[config.mk]
export PLATFORM = sky130hd
export DESIGN_NAME = pipe_stage_reg_flat
export DESIGN_NICKNAME = d
export VERILOG_FILES = /design/src/rtl/pipe_stage_reg_if.sv /design/src/rtl/pipe_stage_reg.sv /design/src/flat_wrapper.sv
export SDC_FILE = /design/constraint.sdc
export NUM_CORES = 1
export LEC_CHECK = 0
export BUFFER_PORTS_ARGS = -buffer_cell sky130_fd_sc_hd__buf_2
export CAP_MARGIN = 5
export CORE_MARGIN = 8
export CORE_UTILIZATION = 45
export DETAILED_ROUTE_END_ITERATION = 8
export GPL_ROUTABILITY_DRIVEN = 0
export PLACE_DENSITY_LB_ADDON = 0.1
export SYNTH_ARGS = -nofsm -noshare
export SYNTH_HDL_FRONTEND = slang
export SYNTH_SLANG_ARGS = --single-unit
[constraint.sdc]
create_clock -name clk -period 2.3 [get_ports clk]
set_input_delay 0.23 -clock clk [delete_from_list [all_inputs] [get_ports clk]]
set_output_delay 0.23 -clock clk [all_outputs]
set_load 0.02 [all_outputs]
[src/rtl/pipe_stage_reg_if.sv]
`default_nettype none
// ============================================================================
// Interface : pipe_stage_reg_if
// Valid/ready channel, flush and status bundle for one pipe_stage_reg.
// Revision  : 1.0
// ============================================================================
interface pipe_stage_reg_if #(
  parameter int DATA_W = 72,
  parameter int CNT_W  = 16
);
  logic              flush;
  logic              in_valid;
  logic              in_ready;
  logic [DATA_W-1:0] in_data;
  logic              out_valid;
  logic              out_ready;
  logic [DATA_W-1:0] out_data;
  logic [1:0]        occupancy;
  logic [CNT_W-1:0]  stall_cnt;

  modport master (
    output flush, in_valid, in_data, out_ready,
    input  in_ready, out_valid, out_data, occupancy, stall_cnt
  );

  modport slave (
    input  flush, in_valid, in_data, out_ready,
    output in_ready, out_valid, out_data, occupancy, stall_cnt
  );
endinterface
`default_nettype wire

[src/rtl/pipe_stage_reg.sv]
`default_nettype none
// ============================================================================
// Module   : pipe_stage_reg
// Elastic inter-stage register: valid/ready, flush, optional skid entry and
// a saturating back-pressure counter.
// Revision : 1.0
// ============================================================================
module pipe_stage_reg #(
  parameter int DATA_W = 72,
  parameter int SKID   = 1,
  parameter int CNT_W  = 16
) (
  input logic             clk,
  input logic             reset_n,
  pipe_stage_reg_if.slave bus
);

  typedef enum logic [1:0] {
    ST_EMPTY = 2'd0,
    ST_FULL  = 2'd1,
    ST_SKID  = 2'd2
  } state_t;

  state_t            r_state;
  state_t            w_state_nxt;
  logic [DATA_W-1:0] r_main;
  logic [DATA_W-1:0] w_skid_q;
  logic [CNT_W-1:0]  r_stall_cnt;
  logic              w_in_ready;
  logic              w_out_valid;
  logic              w_accept;
  logic              w_emit;
  logic              w_load_main_in;
  logic              w_load_main_skid;
  logic              w_load_skid;

  assign w_out_valid = (r_state != ST_EMPTY);
  assign w_accept    = bus.in_valid & w_in_ready;
  assign w_emit      = w_out_valid & bus.out_ready;

  always_ff @(posedge clk or negedge reset_n) begin
    if (!reset_n) begin
      r_state <= ST_EMPTY;
    end else begin
      r_state <= w_state_nxt;
    end
  end

  // Flush wins over accept and emit; data registers are left untouched.
  always_comb begin
    w_state_nxt      = r_state;
    w_load_main_in   = 1'b0;
    w_load_main_skid = 1'b0;
    w_load_skid      = 1'b0;
    if (bus.flush) begin
      w_state_nxt = ST_EMPTY;
    end else begin
      case (r_state)
        ST_EMPTY: begin
          if (w_accept) begin
            w_state_nxt    = ST_FULL;
            w_load_main_in = 1'b1;
          end
        end
        ST_FULL: begin
          if (w_accept) begin
            if (w_emit) begin
              w_load_main_in = 1'b1;
            end else if (SKID != 0) begin
              w_state_nxt = ST_SKID;
              w_load_skid = 1'b1;
            end
          end else if (w_emit) begin
            w_state_nxt = ST_EMPTY;
          end
        end
        ST_SKID: begin
          if (w_emit) begin
            w_state_nxt      = ST_FULL;
            w_load_main_skid = 1'b1;
          end
        end
        default: w_state_nxt = ST_EMPTY;
      endcase
    end
  end

  always_ff @(posedge clk or negedge reset_n) begin
    if (!reset_n) begin
      r_main <= '0;
    end else if (w_load_main_in) begin
      r_main <= bus.in_data;
    end else if (w_load_main_skid) begin
      r_main <= w_skid_q;
    end
  end

  generate
    if (SKID != 0) begin : g_skid
      logic [DATA_W-1:0] r_skid;

      always_ff @(posedge clk or negedge reset_n) begin
        if (!reset_n) begin
          r_skid <= '0;
        end else if (w_load_skid) begin
          r_skid <= bus.in_data;
        end
      end

      assign w_skid_q   = r_skid;
      // Decoded from the state register only, so no path from out_ready.
      assign w_in_ready = reset_n & (r_state != ST_SKID);
    end else begin : g_noskid
      logic w_skid_unused;

      assign w_skid_unused = w_load_skid;
      assign w_skid_q      = '0;
      assign w_in_ready    = reset_n & (~w_out_valid | bus.out_ready);
    end
  endgenerate

  always_ff @(posedge clk or negedge reset_n) begin
    if (!reset_n) begin
      r_stall_cnt <= '0;
    end else if (w_out_valid && !bus.out_ready && (r_stall_cnt != {CNT_W{1'b1}})) begin
      r_stall_cnt <= r_stall_cnt + CNT_W'(1);
    end
  end

  assign bus.in_ready  = w_in_ready;
  assign bus.out_valid = w_out_valid;
  assign bus.out_data  = r_main;
  assign bus.occupancy = r_state;
  assign bus.stall_cnt = r_stall_cnt;

endmodule
`default_nettype wire

[src/flat_wrapper.sv]
// flat-port wrapper written by rule: the top's interface ports become plain ports
module pipe_stage_reg_flat 
#(
  parameter int DATA_W = 72,
  parameter int SKID   = 1,
  parameter int CNT_W  = 16
)
  (clk, reset_n, bus_flush, bus_in_valid, bus_in_data, bus_out_ready, bus_in_ready, bus_out_valid, bus_out_data, bus_occupancy, bus_stall_cnt);
  pipe_stage_reg_if #(.DATA_W(DATA_W), .CNT_W(CNT_W)) bus_i ();
  input logic clk;
  input logic reset_n;
  input wire logic [$bits(bus_i.flush)-1:0] bus_flush;
  input wire logic [$bits(bus_i.in_valid)-1:0] bus_in_valid;
  input wire logic [$bits(bus_i.in_data)-1:0] bus_in_data;
  input wire logic [$bits(bus_i.out_ready)-1:0] bus_out_ready;
  output wire logic [$bits(bus_i.in_ready)-1:0] bus_in_ready;
  output wire logic [$bits(bus_i.out_valid)-1:0] bus_out_valid;
  output wire logic [$bits(bus_i.out_data)-1:0] bus_out_data;
  output wire logic [$bits(bus_i.occupancy)-1:0] bus_occupancy;
  output wire logic [$bits(bus_i.stall_cnt)-1:0] bus_stall_cnt;
  assign bus_i.flush = bus_flush;
  assign bus_i.in_valid = bus_in_valid;
  assign bus_i.in_data = bus_in_data;
  assign bus_i.out_ready = bus_out_ready;
  assign bus_in_ready = bus_i.in_ready;
  assign bus_out_valid = bus_i.out_valid;
  assign bus_out_data = bus_i.out_data;
  assign bus_occupancy = bus_i.occupancy;
  assign bus_stall_cnt = bus_i.stall_cnt;
  pipe_stage_reg #(.DATA_W(DATA_W), .SKID(SKID), .CNT_W(CNT_W)) u_core (.clk(clk), .reset_n(reset_n), .bus(bus_i));
endmodule
==> results of run 1 <==
metal layers:
metal / wire length [µm] / share of wire (%) / GRT usage, %
met1: 6920 / 42 / 21.7
met2: 8110 / 49 / 29.4
met3: 1160 / 7.0 / 6.16
met4: 288 / 1.7 / 6.46
met5: 8 / 0.049 / 0
placed cells by master (no fill, tap or decap), types with 2 or more instances in the layout:
cell and instances:
or2_2 2, clkbuf_8 3, clkbuf_1 3, nand4_1 2, buf_2 167, o21a_1 3
mux2_2 72, xor2_1 12, nand4_2 3, buf_4 9, nand3_1 6, nor4_1 2
and4_1 2, xnor2_1 2, nor3_1 5, buf_12 3, clkinvlp_4 3, a22oi_1 72
nand2_1 149, nor2_1 2, dfrtp_1 162, nor4b_1 2, clkbuf_16 17, clkinv_2 4
path summary, 6_finish.rpt:
path                                      endpoint  slack, ns  depth (start not counted)
max in group asynchronous  u_core.bus.out_data[60]       0.92                          3
min in group asynchronous  u_core.bus.stall_cnt[4]       0.19                          2
setup / recovery                      bus_in_ready       0.36                          5
hold / removal             u_core.bus.occupancy[0]       0.04                          2
setup reg to reg           u_core.bus.stall_cnt[1]       0.39                          5
hold reg to reg            u_core.bus.out_data[15]       0.47                          2
logic make-up (layout without fill, tap and decap cells):
| group | after synthesis | after routing | share of synthesized area (%) |
|---|---|---|---|
| mux | 74 | 74 | 12.6 |
| fa+ha+maj | 1 | 1 | 0.189 |
| flops | 162 | 162 | 61.2 |
| buf+inv | 32 | 214 | 2.10 |
| xor+xnor | 14 | 14 | 1.85 |
| simple gates | 188 | 188 | 12.9 |
| compound gates | 80 | 80 | 9.23 |
sequential cells by signal, summed over array words and instances, names as in the netlist:
register,cells
u_core.bus.occupancy,2
u_core.g_skid.r_skid,72
u_core.bus.stall_cnt,16
u_core.bus.out_data,72
through the flow:
stage	instance area, µm²	power (W)	setup slack (ns)	hold slack (ns)
final	8300	0.00783	0.356	0.0435
after global routing	8300	0.00823	0.213	0.0385
after CTS	8300	0.00793	0.315	0.0283
after detailed placement	7730	0.00523	0.403	0.0508
after global placement	7730	0.00516	0.474	0.0526
after floorplan	6630	0.00458	0.425	-0.0656
final cells by class:
class,instances,area (µm²),share of cell area [%]
Sequential cell,162,4050,48.9
Multi-Input combinational cell,357,2470,29.7
Timing Repair Buffer,181,985,11.9
Clock buffer,23,478,5.76
Tap cell,184,230,2.77
Clock inverter,9,81.3,0.980
Inverter,1,3.75,0.0452
worst max-delay path, stage by stage:
cell	delay, ns
dlygate4sd3_1	0.55
buf_6	0.18
buf_4	0.40
o21a_1	0.18
buf_2	0.16
what timing repair did:
action	4_1_cts	5_1_grt
setup endpoints to repair	0	0
hold buffers	1	0
hold endpoints to repair	42	0
power by group through the flow:
stage          Clock [W]  Sequential (W)  Combinational [W]
2_1_floorplan          0         0.00405           0.000530
3_5_place_dp           0         0.00376            0.00147
5_1_grt          0.00286         0.00378            0.00159
4_1_cts          0.00274         0.00371            0.00148
6_report         0.00268         0.00371            0.00144
3_3_place_gp           0         0.00373            0.00143
==> out/results.tsv, run 1 <==
stage	metric	value	unit
status	status	finished, final reports clean	
synthesis	synthMostInstantiatedCell	dfrtp_1	
cells_and_area	fill_cells	1293	
setup_path	critPathMaxFanout	34	
pwr	power.density	943	mW/mm²
clocking	cts_max_level	4	
setup_path	crit_path_start_kind	primary input	
cells_and_area	fin_util	57.3	%
floorplanning	die_area	0.0189	mm²
clocking	root_buffer	clkbuf_16	
global_routing	antenna_found_initial	1	
clocking	clkSinkCount	162	
timing	finalHoldViolations	0	
pwr	p_switching	0.00228	W
synthesis	synth_common_cells	162 x dfrtp_1, 150 x nand2_1, 72 x a22oi_1, 72 x mux2_2, 15 x buf_2	
pwr	pwr-share-seq	47.4	%
placed_design	place_inst	884	
timing	clock_skew	0.00698	ns
synthesis	postSynthCellCount	551	
setup_path	critPathArrivalTime	1.71	ns
route	avgViaCountPerCell	5.28	
synthesis	ys.flop_type	dfrtp_1	
synthesis	yosysSeqAreaShare	61.2	%
floorplanning	start_util	45.8	%
synthesis	yosysTopAreaCellShare	61.2	%
clocking	tritoncts	yes	
timing	period_needed	1.94	ns
synthesis	yosysUniqueCellTypes	39	
setup_path	regToRegStartpoint	u_core.bus.stall_cnt[0]	
pwr	power_frac_comb	18.4	%
cells_and_area	diodes	0	
setup_path	endpoint_kind	primary output	
global_routing	first_global_vias	5068	
route	drc_errors	0	
timing	tns	0	ns
global_routing	grt_max_degree	78	
global_routing	grt_pass1_wl	26300	µm
route	wirelength	16500	µm
job	cap_viol_max_count	0	
setup_path	crit_type	in2out	
pwr	switching_share	29.2	%
synthesis	ys_ff_latch	162	
cells_and_area	fin_nets	798	
floorplanning	boundaryPins	169	
placed_design	dpl.hpwl	11100	µm
clocking	cts_buffers	17	
route	drtPass1Iterations	5	
setup_path	crit_path_start	reset_n	
clocking	post-cts-setup-buffer-count	0	
synthesis	yosysWarnings	0	
synthesis	synth_edf_count	0	
timing	drv_slew	0	
placed_design	port_buffers	168	
synthesis	synthTopCellsByArea	dfrtp_1 61%, mux2_2 12%, nand2_1 8.5%	
route	ant_nets	0	
clocking	worstSkewPairLatency	0.42	ns
route	wire_per_inst	18.0	µm
global_routing	grt.total_usage	18.0	%
timing	setup_violations	0	
route	drtIter0Drc	299	
floorplanning	core-area	0.0145	mm²
floorplanning	rows	44	
hold_path	min_from	bus_flush	
cells_and_area	drive_above_1_share	40.5	%
pwr	p_int	0.00554	W
timing	tightest_slew	0.983	ns
synthesis	syn_nets	629	
synthesis	syn_area_per_cell	12.0	µm²
timing	max_slew_margin	34.5	%
timing	max_freq	514	MHz
route	vias	4844	
clocking	post_cts_resized	0	
floorplanning	die_x	137	µm
pwr	p_leak	4.41	nW
timing	min_period_over_period	84.5	%
setup_path	required	2.07	ns
global_routing	overflow	0	
clocking	clk_path_buf_depth	2	
floorplanning	die_y	137	µm
pwr	pwr-share-clk	34.2	%
synthesis	synthArstFlopShare	100	%
hold_path	hold_path.class	in2reg	
synthesis	synth_top_cell_by_area	dfrtp_1	
cells_and_area	area_growth	25.2	%
pwr	vdd_drop_max	486	µV
clocking	clk_pin_slew_worst_paths	0.06	ns
synthesis	netlist_area	0.00663	mm²
timing	grt_setup_unrepaired	false	
cells_and_area	final_cells	917	
Power figures use the tool's default switching activity.
==> run 2: changes to the inputs <==
==> constraint.sdc (replaced) <==
create_clock -name clk -period 2 [get_ports clk]
set_input_delay 0.2 -clock clk [delete_from_list [all_inputs] [get_ports clk]]
set_output_delay 0.2 -clock clk [all_outputs]
set_load 0.02 [all_outputs]
==> run 2 against run 1 <==
  * Global-route usage fell by 0.41 points
  * Flip-flop and latch count did not move
  * Sequential power rose by 15%
  * Sequential share of layout area fell by 0.30 points
  * Clock-buffer cell count fell by 3
  * First-iteration DRC count fell by 19%
  * Clock skew fell by 0.0023 ns
  * Register-to-register slack got worse by 0.26 ns
  * Critical endpoint is now u_core.bus.stall_cnt[15]
==> out/results.tsv, run 2 (same netlist as run 1, synthesis figures left out) <==
stage	metric	value	unit	change
status	status	finished, final reports clean		
pwr	power.total	0.00903	W	+15%
pwr	vdd_drop_max	582	µV	+20%
floorplanning	die_x	137	µm	unchanged
clocking	clk_pin_slew_worst_paths	0.06	ns	about the same
clocking	post-cts-setup-buffer-count	0		unchanged
setup_path	crit_path_start_kind	flip-flop		
cells_and_area	area_growth	26.0	%	
global_routing	first_global_vias	5020		-0.95%
route	drc_errors	0		unchanged
route	ant_nets	0		unchanged
timing	setup_ws	0.132	ns	-0.224 ns
timing	setup_violations	0		unchanged
floorplanning	core-area	0.0145	mm²	unchanged
timing	max_slew_margin	34.6	%	+0.17 points
setup_path	critical_path.top_delay_family	compound AO/OA/AOI/OAI gates		
placed_design	dpl.hpwl	10700	µm	-2.9%
setup_path	critPathSlowestCell	o21bai_1		
hold_path	hold_path.class	in2reg		
setup_path	critPathArrivalTime	2.15	ns	+0.44 ns
timing	period_needed	1.87	ns	
pwr	p_leak	4.44	nW	+0.56%
clocking	clk_path_buf_depth	2		unchanged
placed_design	port_buffers	168		unchanged
clocking	tritoncts	yes		
timing	tightest_slew	0.979	ns	-0.00450 ns
cells_and_area	fin_nets	799		+0.13%
route	avgViaCountPerCell	5.34		+1.0%
timing	min_period_over_period	93.4	%	
route	drtIter0Drc	243		-19%
clocking	cts_buffers	17		unchanged
setup_path	required	2.28	ns	+0.21 ns
setup_path	critPathMaxFanout	12		-65%
placed_design	place_inst	884		unchanged
cells_and_area	final_cells	918		+0.11%
floorplanning	die_area	0.0189	mm²	unchanged
global_routing	grt_max_degree	162		+110%
global_routing	grt.total_usage	17.6	%	-0.41 points
cells_and_area	drive_above_1_share	40.5	%	unchanged
timing	max_freq	535	MHz	
floorplanning	start_util	45.8	%	unchanged
clocking	post_cts_resized	0		unchanged
placed_design	post-place-ws	0.147	ns	-0.256 ns
route	vias	4900		+1.2%
setup_path	endpoint_kind	flip-flop		
pwr	power.density	1080	mW/mm²	+15%
setup_path	slowest_delay	0.80	ns	+0.25 ns
cells_and_area	fill_cells	1230		-4.9%
global_routing	grt_pass1_wl	25900	µm	-1.4%
timing	grt_setup_unrepaired	true		
clocking	worstSkewPairLatency	0.42	ns	about the same
global_routing	overflow	0		unchanged
route	drtPass1Iterations	4		-1
timing	clock_skew	0.00472	ns	-0.00226 ns
job	cap_viol_max_count	0		unchanged
clocking	clkSinkCount	162		unchanged
global_routing	antenna_found_initial	2		+1
floorplanning	boundaryPins	169		unchanged
route	wire_per_inst	17.6	µm	-2.0%
timing	finalHoldViolations	0		unchanged
clocking	cts_max_level	4		unchanged
setup_path	cp_num_buf_inv	0		-4
clocking	root_buffer	clkbuf_16		
setup_path	cp_cell_sequence	o21bai_1 -> nor2_1 -> nor4b_1 -> xor2_1		
floorplanning	die_y	137	µm	unchanged
floorplanning	rows	44		unchanged
cells_and_area	mostFrequentLayoutCell	buf_2		
setup_path	crit_type	reg2reg		
cells_and_area	mostFrequentLayoutCells	167 x buf_2, 162 x dfrtp_1, 149 x nand2_1, 72 x mux2_2, 72 x a22oi_1		
timing	drv_slew	0		unchanged
route	wirelength	16200	µm	-1.9%
run 2: cell count changes in the layout (fill, tap and decap cells not counted), sizes merged:
cell / before / now
clkinv: 5 / 7
clkinvlp: 3 / 2
diode: 0 / 1
clkbuf: 23 / 20
dlygate4sd3: 1 / 2
bufinv: 1 / 2
run 2: per-layer routing:
layer / vias to the layer above / share of wire [%] / track usage, % / routed length (µm)
met5: - / 0.049 / 0 / 8
met1: 2464 / 42 / 21.7 / 6850
li1: 2273 / - / - / -
met4: 2 / 1.8 / 6.40 / 284
met3: 23 / 7.3 / 6.24 / 1180
met2: 138 / 49 / 27.9 / 7840
run 2: final cells by class:
type	instances	area, µm²	share of cell area, %
multi-input combinational	357	2470	29.5
inverter	1	3.75	0.0450
tap	184	230	2.76
sequential	162	4050	48.6
clock buffer	20	447	5.35
antenna	1	2.50	0.0300
clock inverter	11	114	1.36
timing repair buffer	182	1030	12.4
run 2: worst paths after layout:
| kind | startpoint | to | slack [ns] | depth (start not counted) |
|---|---|---|---|---|
| worst max-delay path | u_core.bus.occupancy[1] | u_core.bus.stall_cnt[15] | 0.13 | 4 |
| worst min register to register | u_core.bus.out_data[51] | u_core.bus.out_data[51] | 0.46 | 2 |
| min in group asynchronous | reset_n | u_core.bus.occupancy[1] | 0.14 | 2 |
| max in group asynchronous | reset_n | u_core.g_skid.r_skid[26] | 0.85 | 3 |
| worst min-delay path | bus_in_data[56] | u_core.bus.out_data[56] | 0.02 | 3 |
| worst max register to register | u_core.bus.occupancy[1] | u_core.bus.stall_cnt[15] | 0.13 | 4 |
run 2: power by group:
group / switching (W) / internal (W) / total [W] / leakage (nW)
combinational: 0.000983 / 0.000686 / 0.00167 / 2.07
clock: 0.00125 / 0.00185 / 0.00310 / 0.275
sequential: 0.000365 / 0.00389 / 0.00426 / 2.09
run 2: repair_timing:
item,4_1_cts,5_1_grt
endpoints found under the setup margin,0,1
hold buffers,2,0
hold endpoints to repair,2,0
run 2: worst min-delay path, delay by kind of cell:
family                 cells  cell delay [ns]
AO/OA/AOI/OAI              1             0.07
buffers and inverters      1             0.08
AND/OR/NAND/NOR            1             0.05
run 2: metrics by stage:
stage	setup TNS [ns]	util, %	hold slack [ns]	area, µm²
after floorplan	0	-	-0.0956	6630
after global placement	0	53.6	-0.00497	7770
after detailed placement	0	53.6	-0.00548	7770
after CTS	0	57.6	0.000210	8350
after global routing	-0.00209	57.7	0.00564	8350
final	0	57.7	0.0188	8350
